File: src/rtl/systolic_pkg.sv
// Shared types and helpers for the systolic MAC processing element.
package systolic_pkg;

    localparam int DATA_W_DEF = 16;
    localparam int ACC_W_DEF  = 40;

    typedef enum logic [1:0] {
        IDLE,
        ACCUM,
        DRAIN,
        DONE
    } pe_state_t;

    function automatic logic signed [63:0] sat_max(input int width);
        return (64'sd1 <<< (width - 1)) - 64'sd1;
    endfunction

    function automatic logic signed [63:0] sat_min(input int width);
        return ~sat_max(width);
    endfunction

endpackage

File: src/rtl/pipe_mult.sv
// Signed multiplier with MULT_PIPE register stages and a matching valid chain.
module pipe_mult
    import systolic_pkg::*;
#(
    parameter int DATA_W    = DATA_W_DEF,
    parameter int MULT_PIPE = 2
) (
    input  logic                       clk_i,
    input  logic                       rst_ni,
    input  logic                       valid_i,
    input  logic signed [DATA_W-1:0]   a_i,
    input  logic signed [DATA_W-1:0]   b_i,
    output logic                       valid_o,
    output logic signed [2*DATA_W-1:0] p_o
);

    localparam int PW = 2 * DATA_W;

    logic signed [PW-1:0] prod_q [MULT_PIPE];
    logic [MULT_PIPE-1:0] vld_q;

    always_ff @(posedge clk_i or negedge rst_ni) begin
        if (!rst_ni) begin
            vld_q <= '0;
            for (int i = 0; i < MULT_PIPE; i++) begin
                prod_q[i] <= '0;
            end
        end else begin
            vld_q[0]  <= valid_i;
            prod_q[0] <= PW'(a_i) * PW'(b_i);
            for (int i = 1; i < MULT_PIPE; i++) begin
                vld_q[i]  <= vld_q[i-1];
                prod_q[i] <= prod_q[i-1];
            end
        end
    end

    assign valid_o = vld_q[MULT_PIPE-1];
    assign p_o     = prod_q[MULT_PIPE-1];

endmodule

File: src/rtl/systolic_mac_pe.sv
// Self-sequencing systolic MAC PE; define SYSTOLIC_MAC_SAT_EN to saturate
// the accumulator on signed overflow instead of wrapping.
module systolic_mac_pe
    import systolic_pkg::*;
#(
    parameter int DATA_W    = DATA_W_DEF,
    parameter int ACC_W     = ACC_W_DEF,
    parameter int LEN_W     = 8,
    parameter int MULT_PIPE = 2
) (
    input  logic                     clk,
    input  logic                     reset,
    input  logic                     start,
    input  logic [LEN_W-1:0]         k_len,
    input  logic                     in_valid,
    input  logic signed [DATA_W-1:0] a_in,
    input  logic signed [DATA_W-1:0] b_in,
    output logic [DATA_W-1:0]        a_out,
    output logic [DATA_W-1:0]        b_out,
    output logic                     valid_out,
    output logic [ACC_W-1:0]         c_out,
    output logic                     c_valid,
    input  logic                     c_ready,
    output logic                     overflow,
    output logic                     busy
);

    localparam logic [LEN_W-1:0] ONE = LEN_W'(1);

    pe_state_t               state_q, state_d;
    logic [LEN_W-1:0]        issue_q, issue_d;
    logic [LEN_W-1:0]        retire_q, retire_d;
    logic [ACC_W-1:0]        acc_q, acc_d;
    logic                    ovf_q, ovf_d;
    logic [DATA_W-1:0]       a_q, b_q;
    logic                    vout_q;

    logic                    issue;
    logic                    rvld;
    logic signed [2*DATA_W-1:0] prod;
    logic [ACC_W-1:0]        addend, sum;
    logic                    add_ovf;

    assign issue = (state_q == ACCUM) && in_valid;

    pipe_mult #(
        .DATA_W    (DATA_W),
        .MULT_PIPE (MULT_PIPE)
    ) u_mult (
        .clk_i   (clk),
        .rst_ni  (reset),
        .valid_i (issue),
        .a_i     (a_in),
        .b_i     (b_in),
        .valid_o (rvld),
        .p_o     (prod)
    );

    assign addend  = ACC_W'(prod);
    assign sum     = acc_q + addend;
    assign add_ovf = (acc_q[ACC_W-1] == addend[ACC_W-1])
                  && (sum[ACC_W-1] != acc_q[ACC_W-1]);

`ifdef SYSTOLIC_MAC_SAT_EN
    localparam logic [ACC_W-1:0] ACC_MAX = ACC_W'(sat_max(ACC_W));
    localparam logic [ACC_W-1:0] ACC_MIN = ACC_W'(sat_min(ACC_W));
    logic [ACC_W-1:0] acc_add;
    assign acc_add = !add_ovf ? sum
                   : (addend[ACC_W-1] ? ACC_MIN : ACC_MAX);
`else
    logic [ACC_W-1:0] acc_add;
    assign acc_add = sum;
`endif

    always_comb begin
        state_d  = state_q;
        issue_d  = issue_q;
        retire_d = retire_q;
        acc_d    = acc_q;
        ovf_d    = ovf_q;
        if (rvld) begin
            retire_d = retire_q - ONE;
            acc_d    = acc_add;
            ovf_d    = ovf_q | add_ovf;
        end
        unique case (state_q)
            IDLE: begin
                if (start) begin
                    acc_d    = '0;
                    ovf_d    = 1'b0;
                    issue_d  = k_len;
                    retire_d = k_len;
                    state_d  = (k_len == '0) ? DONE : ACCUM;
                end
            end
            ACCUM: begin
                if (in_valid) begin
                    issue_d = issue_q - ONE;
                    if (issue_q == ONE) state_d = DRAIN;
                end
            end
            DRAIN: ;
            DONE: begin
                if (c_ready) state_d = IDLE;
            end
            default: state_d = IDLE;
        endcase
        // Final retire closes the dot product on the same edge.
        if (rvld && retire_q == ONE
            && (state_q == ACCUM || state_q == DRAIN)) begin
            state_d = DONE;
        end
    end

    always_ff @(posedge clk or negedge reset) begin
        if (!reset) begin
            state_q  <= IDLE;
            issue_q  <= '0;
            retire_q <= '0;
            acc_q    <= '0;
            ovf_q    <= 1'b0;
            a_q      <= '0;
            b_q      <= '0;
            vout_q   <= 1'b0;
        end else begin
            state_q  <= state_d;
            issue_q  <= issue_d;
            retire_q <= retire_d;
            acc_q    <= acc_d;
            ovf_q    <= ovf_d;
            vout_q   <= in_valid;
            if (in_valid) begin
                a_q <= a_in;
                b_q <= b_in;
            end
        end
    end

    assign a_out     = a_q;
    assign b_out     = b_q;
    assign valid_out = vout_q;
    assign c_out     = acc_q;
    assign c_valid   = (state_q == DONE);
    assign overflow  = ovf_q;
    assign busy      = (state_q != IDLE);

endmodule

File: config.mk
export PLATFORM = sky130hd
export DESIGN_NAME = systolic_mac_pe
export DESIGN_NICKNAME = d
export VERILOG_FILES = /design/src/rtl/systolic_pkg.sv /design/src/rtl/pipe_mult.sv /design/src/rtl/systolic_mac_pe.sv
export SDC_FILE = /design/constraint.sdc
export NUM_CORES = 1
export LEC_CHECK = 0
export ABC_CLOCK_PERIOD_IN_PS = 8840
export CAP_MARGIN = 20
export CORE_MARGIN = 8
export CORE_UTILIZATION = 45
export DETAILED_ROUTE_END_ITERATION = 16
export DONT_BUFFER_PORTS = 1
export GPL_ROUTABILITY_DRIVEN = 0
export GPL_TIMING_DRIVEN = 0
export PLACE_DENSITY = 0.71
export RECOVER_POWER = 100
export REMOVE_ABC_BUFFERS = 1
export SLEW_MARGIN = 40
export SYNTH_ARGS = -nofsm -noshare
export SYNTH_HDL_FRONTEND = slang
export SYNTH_SLANG_ARGS = --single-unit
File: constraint.sdc
create_clock -name clk -period 8.84 [get_ports clk]
set_clock_uncertainty 0.05 [all_clocks]
set_input_delay 1.768 -clock clk [delete_from_list [all_inputs] [get_ports clk]]
set_output_delay 1.768 -clock clk [all_outputs]
set_load 0.02 [all_outputs]
==> results by group <==
Outcome
  – Status: complete, but fails checks
  – Failing checks: max-capacitance violations, max-slew violations

Clocking
  – Worst-Skew Late Latency: 0.47 ns
  – Post-cts sizing count: 0
  – CTS Hold Bufs: 0
  – Clock sink count: 158
  – CTS buffer count: 17
  – Max Root-Sink Buffers: 2
  – CTS tree: done
  – Reg clk slew, reported paths: 0.07 ns
  – CTS Root Cell: clkbuf_16
  – Post-CTS Setup Repair Bufs: 0
  – H-tree depth: 4

Global route
  – Total GRT Usage: 18.7%
  – First-pass GRT wire length: approximately 67 mm
  – Grt ovf: 0
  – Largest net degree at the start of global routing: approximately 160
  – Initial antenna violation count: 1
  – Number of global-route vias before repair: between 10000 and 15000

Worst setup path
  – Most frequent CP cell: fa_1
  – Setup crit end kind: register
  – R2R Path End: c_out[35]$_DFF_PN0_
  – Critical path cell sequence: and2_0 -> fa_1 -> inv_1 -> fa_1 -> fa_1 -> inv_1 -> fa_1 -> fa_1 -> inv_1 -> fa_1 -> inv_1 -> ha_1 -> a21oi_1 -> a21boi_0 -> a211oi_1 -> a21oi_1 -> o41ai_1 -> o21ai_0 -> a21o_1 -> a21o_1 -> a21oi_1 -> xnor2_1
  – Buffer and inverter count on the worst path: 4
  – Setup CP Type: in -> reg
  – Crit path to: u_mult.prod_q[61]$_DFF_PN0_
  – WP data arrival: 7.70 ns
  – R2r setup slk: 5.35 ns
  – WP depth: 22
  – Crit path from: b_in[4]
  – Crit-path max FO: 17
  – CP max stage delay: approximately 0.54 ns
  – Reg2reg path depth: 11
  – Crit path required time: about 9.1 ns
  – Crit-path leading delay family: adder cells
  – Worst r2r src: c_out[10]$_DFF_PN0_
  – Startpoint Class: input pin
  – CP max stage cell: fa_1

Timing
  – Peak Freq: 135 MHz
  – Setup_tns: 0 ns
  – Final min period: 7.41 ns
  – Tcrit/Tclk final: 83.8%
  – Final setup fails: 0
  – Worst Tran Pin Value: 2.55 ns
  – Hold Vio Cnt, Final: 0
  – Relative slew slack: -69.7%
  – RSZ-0062 raised after global routing: no
  – Final Max Slew Viols: 47

Synth
  – Ys Warns: 0
  – Synth area leader: fa_1
  – Syn Area/Cell: 9.76 µm²
  – Top cell type's share of synthesized area: 30.1%
  – Synth Register Bits: 158
  – FFs w/ async S/R, synth: 100%
  – Syn Std Cell Area: between 15000 and 20000 µm²
  – Cells after synthesis: around 1800
  – Synth area leaders: fa_1 30%, dfrtp_1 23%, ha_1 9.2%
  – Sequential fraction of the synthesis area: 22.6%
  – Ys flop type: dfrtp_1
  – Distinct cells, synth: 64
  – EDFF count, synth: 0

Layout
  – Synthesis-to-layout area growth: 5.95%
  – # nets final: approximately 2200
  – Ant. Diodes: 0
  – Share of layout cells above drive strength 1: between 4 and 5%
  – Finished Layout Cells: approximately 2300

Place
  – Port bufs: 0
  – Post-DP HPWL: around 31 mm
  – DP Cell Count: 2248

Route
  – Final WL: 40.8 mm
  – DRT antenna net count: 0
  – DRT Pass-1 Iters: 5
  – Vias: 12335
  – Initial DRC count: 874
  – DRC viols: 0
  – Via density: 5.41
  – DR WL/cell: 17.9 µm

Floorplanning
  – DIE HEIGHT: 213 µm
  – Die X: 213 µm
  – Core Area: 38500 µm²
  – Rows: 72
  – Starting density of the core: 45.5%
  – Die Footprint: between 40000 and 50000 µm²
  – Io pins: 121

Min path
  – Worst hold path type: reg -> reg

Flow run
  – Max-capacitance violation count: 1
==> registers in the layout (all words and copies together) (netlist names) <==
signal and cells:
a_out 16, b_out 16, c_out 40, issue_q 8, overflow 1, retire_q 8, state_q 2, u_mult.p_o 32
u_mult.prod_q 32, u_mult.vld_q 2, valid_out 1
==> per-layer routing <==
layer / part of all wire [%] / vias to the layer above / routed length, µm / global-route usage [%]
met5: 0 / - / 0 / 0
li1: - / 5592 / - / -
met3: 6.8 / 63 / 2760 / 4.11
met2: 50 / 359 / 20300 / 31.4
met4: 2.1 / 0 / 876 / 6.73
met1: 41 / 6321 / 16900 / 23.4
==> Yosys cell counts, drive strengths merged (5+ instances only) <==
| cell type | n |
|---|---|
| nand2b | 12 |
| nand2 | 177 |
| o21a | 7 |
| o21bai | 16 |
| nor3 | 13 |
| mux2i | 26 |
| xor2 | 24 |
| nor4 | 8 |
| a211oi | 14 |
| mux2 | 33 |
| nor2 | 89 |
| fa | 263 |
| buf | 6 |
| a31oi | 8 |
| nand4 | 9 |
| o22ai | 5 |
| and2 | 128 |
| dfrtp | 158 |
| o211ai | 8 |
| clkbuf | 56 |
| nand3 | 20 |
| a21o | 33 |
| o21ai | 59 |
| a21oi | 76 |
| xnor2 | 52 |
| ha | 128 |
| inv | 310 |
==> stage by stage <==
stage	hold slack (ns)	area, µm²	setup WS [ns]	util (%)
after floorplan	0.281	17200	1.73	-
after global placement	0.281	17900	1.15	46.5
after detailed placement	0.285	17900	1.15	46.6
after CTS	0.296	18500	1.67	48.2
after global routing	0.308	18500	1.13	48.2
final	0.293	18500	1.43	48.2
==> worst min-delay path by stage <==
stage,from,endpoint,depth (start not counted)
after floorplan,u_mult.prod_q[32]$_DFF_PN0_,u_mult.p_o[0]$_DFF_PN0_,0
after global placement,u_mult.prod_q[35]$_DFF_PN0_,u_mult.p_o[3]$_DFF_PN0_,0
after detailed placement,u_mult.prod_q[41]$_DFF_PN0_,u_mult.p_o[9]$_DFF_PN0_,0
after CTS,u_mult.prod_q[41]$_DFF_PN0_,u_mult.p_o[9]$_DFF_PN0_,0
after global routing,u_mult.prod_q[44]$_DFF_PN0_,u_mult.p_o[12]$_DFF_PN0_,0
final,u_mult.prod_q[41]$_DFF_PN0_,u_mult.p_o[9]$_DFF_PN0_,0
==> area by class of cell <==
cell class	count	area, µm²
clock buffers	18	439
fillers	3535	19900
flip-flops and latches	158	3960
well taps	518	648
multi-input cells	1261	12100
repair buffers	1	20.0
inverters	310	1160
clock inverters	13	178
==> cell families after synthesis <==
| group | synth area share (%) |
|---|---|
| AOI/OAI and AO/OA | 9.60 |
| xor gates and xnor gates | 3.81 |
| adders and majority gates | 39.3 |
| buffers and inverters | 8.01 |
| DFF | 22.6 |
| muxes | 3.61 |
| and+or+nand+nor | 13.1 |
==> placed cells by master, fill, tap and decap left out, drive strengths merged, types with 4 or more instances in the layout <==
cell	n
mux2	33
a211o	4
a31oi	8
nand3	20
a21boi	4
dfrtp	158
or2	4
o21a	7
clkbuf	18
nand4	9
xnor2	52
ha	128
and3	4
a211oi	14
a21oi	76
fa	263
a21o	33
o22ai	5
nand2	177
nor2	89
nor3	13
inv	315
nand2b	12
nor4	8
or3	4
xor2	24
and2	128
o21ai	59
mux2i	26
o211ai	8
o21bai	16
Power is left out: the tool's default activity adds up to more than one toggle a clock period on the data nets, which glitch-free logic cannot reach.
